**src/rtl/gecko_mem_arbiter.sv**
```systemverilog
// Two-requester round-robin arbiter for a single in-order data memory port.
// The request path and the response path are combinational. An ID FIFO
// remembers which requester owns each outstanding memory access, so each
// response goes back to the requester that issued it.
module gecko_mem_arbiter #(
  parameter int unsigned ADDR_WIDTH      = 32,
  parameter int unsigned DATA_WIDTH      = 32,
  parameter int unsigned MAX_OUTSTANDING = 4
) (
  input  logic                             clk,
  input  logic                             rst,
  input  logic [1:0]                       req_valid,
  output logic [1:0]                       req_ready,
  input  logic [1:0]                       req_read_enable,
  input  logic [1:0][DATA_WIDTH/8-1:0]     req_write_enable,
  input  logic [1:0][ADDR_WIDTH-1:0]       req_addr,
  input  logic [1:0][DATA_WIDTH-1:0]       req_data,
  output logic [1:0]                       res_valid,
  input  logic [1:0]                       res_ready,
  output logic [DATA_WIDTH-1:0]            res_data,
  output logic                             mem_req_valid,
  input  logic                             mem_req_ready,
  output logic                             mem_req_read_enable,
  output logic [DATA_WIDTH/8-1:0]          mem_req_write_enable,
  output logic [ADDR_WIDTH-1:0]            mem_req_addr,
  output logic [DATA_WIDTH-1:0]            mem_req_data,
  input  logic                             mem_res_valid,
  output logic                             mem_res_ready,
  input  logic [DATA_WIDTH-1:0]            mem_res_data,
  output logic [$clog2(MAX_OUTSTANDING):0] outstanding,
  output logic                             protocol_error
);

  localparam int unsigned PTR_W = $clog2(MAX_OUTSTANDING);
  localparam int unsigned CNT_W = PTR_W + 1;

  logic                       grant_lock;
  logic                       lock_id;
  logic                       rr_pointer;
  logic [MAX_OUTSTANDING-1:0] id_fifo;
  // The counters carry one extra bit, so a full FIFO and an empty FIFO give different counts.
  logic [CNT_W-1:0]           wr_count;
  logic [CNT_W-1:0]           rd_count;

  logic grant;
  logic head_id;
  logic fifo_full;
  logic fifo_empty;
  logic accept;
  logic pop;

  assign outstanding = wr_count - rd_count;
  assign fifo_full   = (outstanding == CNT_W'(MAX_OUTSTANDING));
  assign fifo_empty  = (outstanding == CNT_W'(0));
  assign head_id     = id_fifo[rd_count[PTR_W-1:0]];

  // Grant: a stalled request keeps its grant, otherwise a lone requester wins, otherwise round-robin.
  always_comb begin
    grant = rr_pointer;
    if (grant_lock) begin
      grant = lock_id;
    end else begin
      unique case (req_valid)
        2'b01:   grant = 1'b0;
        2'b10:   grant = 1'b1;
        default: grant = rr_pointer;
      endcase
    end
  end

  // Forward the granted requester's fields to memory; a full FIFO holds back new requests.
  always_comb begin
    mem_req_valid        = req_valid[grant] && !fifo_full;
    mem_req_read_enable  = req_read_enable[grant];
    mem_req_write_enable = req_write_enable[grant];
    mem_req_addr         = req_addr[grant];
    mem_req_data         = req_data[grant];
    req_ready            = '0;
    req_ready[grant]     = mem_req_ready && !fifo_full;
  end

  // Route the memory response to the FIFO head owner. With the FIFO empty, stray responses are drained.
  always_comb begin
    res_valid          = '0;
    res_valid[head_id] = mem_res_valid && !fifo_empty;
    res_data           = mem_res_data;
    mem_res_ready      = fifo_empty ? 1'b1 : res_ready[head_id];
  end

  assign accept = mem_req_valid && mem_req_ready;
  assign pop    = mem_res_valid && mem_res_ready && !fifo_empty;

  // Arbitration state, ID FIFO pointers and the sticky protocol error flag.
  always_ff @(posedge clk or negedge rst) begin
    if (!rst) begin
      grant_lock     <= 1'b0;
      lock_id        <= 1'b0;
      rr_pointer     <= 1'b0;
      id_fifo        <= '0;
      wr_count       <= '0;
      rd_count       <= '0;
      protocol_error <= 1'b0;
    end else begin
      if (accept) begin
        id_fifo[wr_count[PTR_W-1:0]] <= grant;
        wr_count                     <= wr_count + CNT_W'(1);
        grant_lock                   <= 1'b0;
        rr_pointer                   <= ~grant;
      end else if (mem_req_valid) begin
        grant_lock <= 1'b1;
        lock_id    <= grant;
      end
      if (pop) begin
        rd_count <= rd_count + CNT_W'(1);
      end
      if (mem_res_valid && fifo_empty) begin
        protocol_error <= 1'b1;
      end
    end
  end

endmodule

```
**config.mk**
```make
export PLATFORM = sky130hd
export DESIGN_NAME = gecko_mem_arbiter
export DESIGN_NICKNAME = d
export VERILOG_FILES = /design/src/rtl/gecko_mem_arbiter.sv
export SDC_FILE = /design/constraint.sdc
export NUM_CORES = 1
export LEC_CHECK = 0
export ABC_AREA = 1
export ABC_CLOCK_PERIOD_IN_PS = 2800
export BUFFER_PORTS_ARGS = -buffer_cell sky130_fd_sc_hd__buf_4
export CAP_MARGIN = 20
export CORE_AREA = 2 2 113 115
export CTS_CLUSTER_DIAMETER = 60
export DETAILED_ROUTE_END_ITERATION = 8
export DIE_AREA = 0 0 115 117
export MAX_ROUTING_LAYER = met4
export PLACE_DENSITY = 0.57
export SYNTH_ARGS = -nofsm -noshare
export SYNTH_HDL_FRONTEND = slang
export SYNTH_SLANG_ARGS = --single-unit
```
**constraint.sdc**
```tcl
create_clock -name clk -period 2.8 [get_ports clk]
set_input_delay 0.14 -clock clk [delete_from_list [all_inputs] [get_ports clk]]
set_output_delay 0.14 -clock clk [all_outputs]
set_load 0.01 [all_outputs]
```
# Yosys cells after proc, flatten, opt, wreduce, memory -nomap -nowiden
# Cells that the tools add are included.
# W data, S select, Z words.
[totals]
register_bits = 14
input_bits = 178
[classes]
addsub = 3
order_cmp = 7
n_eq_ne = 3
muxes = 26
bitwise_logic = 4
reduce_logical = 15
[ops]
columns = ["op", "n"]
rows = [
  ["$mux W32", 4],
  ["$mux W1", 14],
  ["$logic_and A1 B1 Y1", 10],
  ["$mux W4", 2],
  ["$add A3 B1 Y3 const B", 2],
  ["$lt A2 B3 Y1 const B", 2],
  ["$and A2 B2 Y2", 2],
  ["$bwmux W4", 1],
  ["$lt A1 B2 Y1 const B", 2],
  ["$eq A3 B3 Y1 const B", 1],
  ["$logic_not A3 Y1", 1],
  ["$sub A3 B3 Y3", 1],
  ["$bmux W1 S2", 1],
  ["$demux W1 S1", 2],
  ["$demux W1 S2", 1],
  ["$eq A2 B1 Y1 const B", 1],
  ["$eq A2 B2 Y1 const B", 1],
  ["$ge A1 B1 Y1 const B", 2],
  ["$ge A2 B1 Y1 const B", 1],
  ["$logic_not A1 Y1", 2],
  ["$not A1 Y1", 2],
  ["$pmux W1 S2", 1],
  ["$reduce_and A2 Y1", 1],
  ["$reduce_bool A2 Y1", 1],
]

# Depth between registers and ports, before layout
[logic_depth]
depth_word = 9
depth_mapped = 14
ltp_nobuf = 14

# Worst setup path before layout
# No wires, ideal clock.
[synth_timing]
kind = "register to register"
from = "register wr_count[0]"
to = "register rr_pointer"
setup_time_ns = 0.126
t_arrival_ns = 1.830
required_time_ns = 2.674
setup_slack_ns = 0.844
stages_incl_launch_ff = 12
path_buffers = 1
path_cell_list = "dfrtp_1 inv_1 ha_1 fa_1 nand2_1 inv_1 nand3_2 nand2_1 nor2_1 buf_4 nand2_1 o21ai_0"
[synth_between]
elab_chain_cells = 5
[synth_lines]
columns = ["element", "line", "text"]
rows = [
  ["from (decl)", "42", "logic [CNT_W-1:0] wr_count;"],
  ["from (signal assigned)", "106", "wr_count <= wr_count + CNT_W'(1);"],
  ["$sub A3 B3 Y3", "52", "assign outstanding = wr_count - rd_count;"],
  ["$eq A3 B3 Y1", "53", "assign fifo_full = (outstanding == CNT_W'(MAX_OUTSTANDING));"],
  ["$logic_not A1 Y1", "73", "mem_req_valid = req_valid[grant] && !fifo_full;"],
  ["$logic_and A1 B1 Y1", "73", ""],
  ["$logic_and A1 B1 Y1", "90", "assign accept = mem_req_valid && mem_req_ready;"],
  ["to (signal assigned)", "108", "rr_pointer <= ~grant;"],
  ["to (decl)", "39", "logic rr_pointer;"],
]
# Every way passes these cells.
# A chain may end at the register's enable or synchronous reset.

# Final worst setup path
# Ends and elaborated chain as after synthesis.

==> run metrics <==
leading cell type by number of instances after synthesis nand2_1; FMAX between 0.4 and 0.5 GHz; Least-Margin Pin Slew 456.2 ps; Post-Synthesis Cells 382; CTS Root Cell clkbuf_16; post-placement cell area about 0.0036 sq mm; pin count of the biggest net entering global routing 47; cell taking the most area after synthesis nand2_1; # H-tree levels 1; RSZ-0062 raised after global routing false; Worst-path clk slew 50 ps; final setup fails 0; total gr overflow 0; CP Capture Type flop; syn_area_per_cell 5.398 sq um; # IOs 289; worst endpoint required time 2960 ps; worst min path class in2reg; area of the multi-input gates roughly 0.0013 sq mm; drt pass-1 iters 4; Final Routed Wirelength 8221 microns; vias in the first global route about 2.6k; Post-Syn Area 0.002062 sq mm; share of the synthesized area in the top cell type 46.42%; Iter 0 DRT Violations 91; leakage 2.295 nW; DRC viols 0; Setup crit start kind flop; mean routed wirelength per cell 11.47 microns; ys async rst share 100.0%; EDFF count, synth 0; Tot GR Track Use 10.73%; Power Total 3.967 mW; Critical Path AT 2530 ps; CTS tree yes; net count after synthesis 568; synth unique cells 19; Finished Cell Area around 0.0037 sq mm; Final Max Tran Viols 0; Period minus WS final roughly 2400 ps; clock skew after layout roughly 2.3 ps; CTS sink count 14; first-pass GRT wire length 11470 microns; layout cells sized above 1 between 40% and 50%; Reg2Reg Setup Slack between 400 and 500 ps; row cnt 41; Core Area 0.01231 sq mm; antenna fix cells 0; final hold viol count 0; TritonCTS buffer count 3; DR vias 2915; outcome finished clean; relative slew slack approximately 70%; Commonest cells post-synth nand2_1, buf_4, inv_1, nand3_1, dfrtp_1; synthesized flop and latch total 14; synthesis-to-layout area growth 79.25%; post-route setup TNS 0 ps; Final HPWL DP between 6000 and 7000 microns; Max Fanout on Critical Path 7; Fill cells 1353; Pwr Density approximately 1100 mW/mm^2; Die ar. roughly 0.013 sq mm; initial core utilization ~17%; Synth Flop Type dfrtp_1; sequential area share after synthesis 16.99%; Nets 754; Die H 117 microns; fin crit share 84.62%; CP Class reg2reg; RD Place Congestion 0.7685; die width 115 microns; Max IR drop VDD 349.6 uV; # port buffers 224; clk_lat worst skew ~240 ps; Antenna Nets Post-Route 0; via-per-instance ratio 4.066; ranking of synthesized cells by area nand2_1, dfrtp_1, buf_4; # Max-Cap Violations 0; yosys warns 0; clk buf depth 2; Reg area between 300 and 400 sq um; initial antenna violation count 0
-- through the flow --
stage               setup WS, ps  std cells  util, %  hold slack [ps]
global route               182.1        717    30.02            166.0
detailed placement         447.0        712    29.22          -0.3880
finish                     430.7        717    30.02            174.6
CTS                        399.0        717    30.02            169.1
global placement           533.8        712    29.22          -0.9873
floorplan                  843.5        382        -           -155.6
-- cell type report --
class                   count  share of cell area, %
inverters                  19                  1.930
repair buffers            230                  46.78
flip-flops and latches     14                  9.479
well taps                 150                  5.078
clock buffers               4                  2.404
multi-input cells         300                  34.33
-- worst max-delay path: stages, from the launching register on --
cell and delay (ps):
dfrtp_1 390, inv_1 120, ha_1 220, fa_1 380
inv_1 70, nand2_1 60, nand2_1 70, nand2_1 70
nand3_2 140, nand2_1 130, nor2_1 280, buf_4 210
nand2_1 50, o21ai_0 90
-- layer usage --
metal  routed length (microns)  GRT usage (%)  up-vias
met5                         0              -        -
met4                       108          2.570        0
met3                       793          1.699       11
met2                      4461          21.22      161
met1                      2858          11.03     1253
li1                          -              -     1490
-- registers in the layout (all words and copies together), names as in the netlist --
signal          count
protocol_error      1
lock_id             1
rr_pointer          1
grant_lock          1
id_fifo             4
rd_count            3
wr_count            3
-- cell families (layout without fill, tap and decap cells) --
logic type / after synthesis / after routing / share of synthesized area [%]
simple gates: 283 / 283 / 53.64
buf+inv: 68 / 253 / 21.60
flops: 14 / 14 / 16.99
fa+ha+maj: 8 / 8 / 5.218
compound gates: 8 / 8 / 2.124
xor+xnor: 1 / 1 / 0.4248
-- repair_timing --
item,4_1_cts,5_1_grt
setup buffers,0,0
gates resized for setup,0,0
endpoints found under the hold margin,14,0
endpoints found under the setup margin,0,0
hold buffers,1,0
-- cells in the final DEF (no fill, tap or decap), types with 3 or more instances in the layout --
cell / n
ha_1: 7
buf_4: 229
dfrtp_1: 14
inv_1: 18
nand3_1: 17
clkbuf_16: 3
nand2_1: 254
a21oi_1: 3
nand4_1: 4
o21ai_0: 4
nor2_1: 4
-- report_power, final --
group	total [mW]	internal, mW	leakage (nW)	switching, mW
logic	3.29	1.45	2.08	1.84
clock network	0.298	0.216	0.0442	0.0819
registers	0.382	0.299	0.171	0.0832
-- worst paths after layout --
check / from / endpoint / depth (start not counted)
setup / recovery: wr_count[0]$_DFFE_PN0P_ / rr_pointer$_DFFE_PN0P_ / 13
hold / removal: mem_res_valid / protocol_error$_DFFE_PN0P_ / 2
setup reg to reg: wr_count[0]$_DFFE_PN0P_ / rr_pointer$_DFFE_PN0P_ / 13
hold reg to reg: id_fifo[2]$_DFFE_PN0P_ / id_fifo[2]$_DFFE_PN0P_ / 2
max in group asynchronous: rst / id_fifo[2]$_DFFE_PN0P_ / 2
min in group asynchronous: rst / id_fifo[3]$_DFFE_PN0P_ / 2
Note: power is estimated with default switching activity, not from simulation.
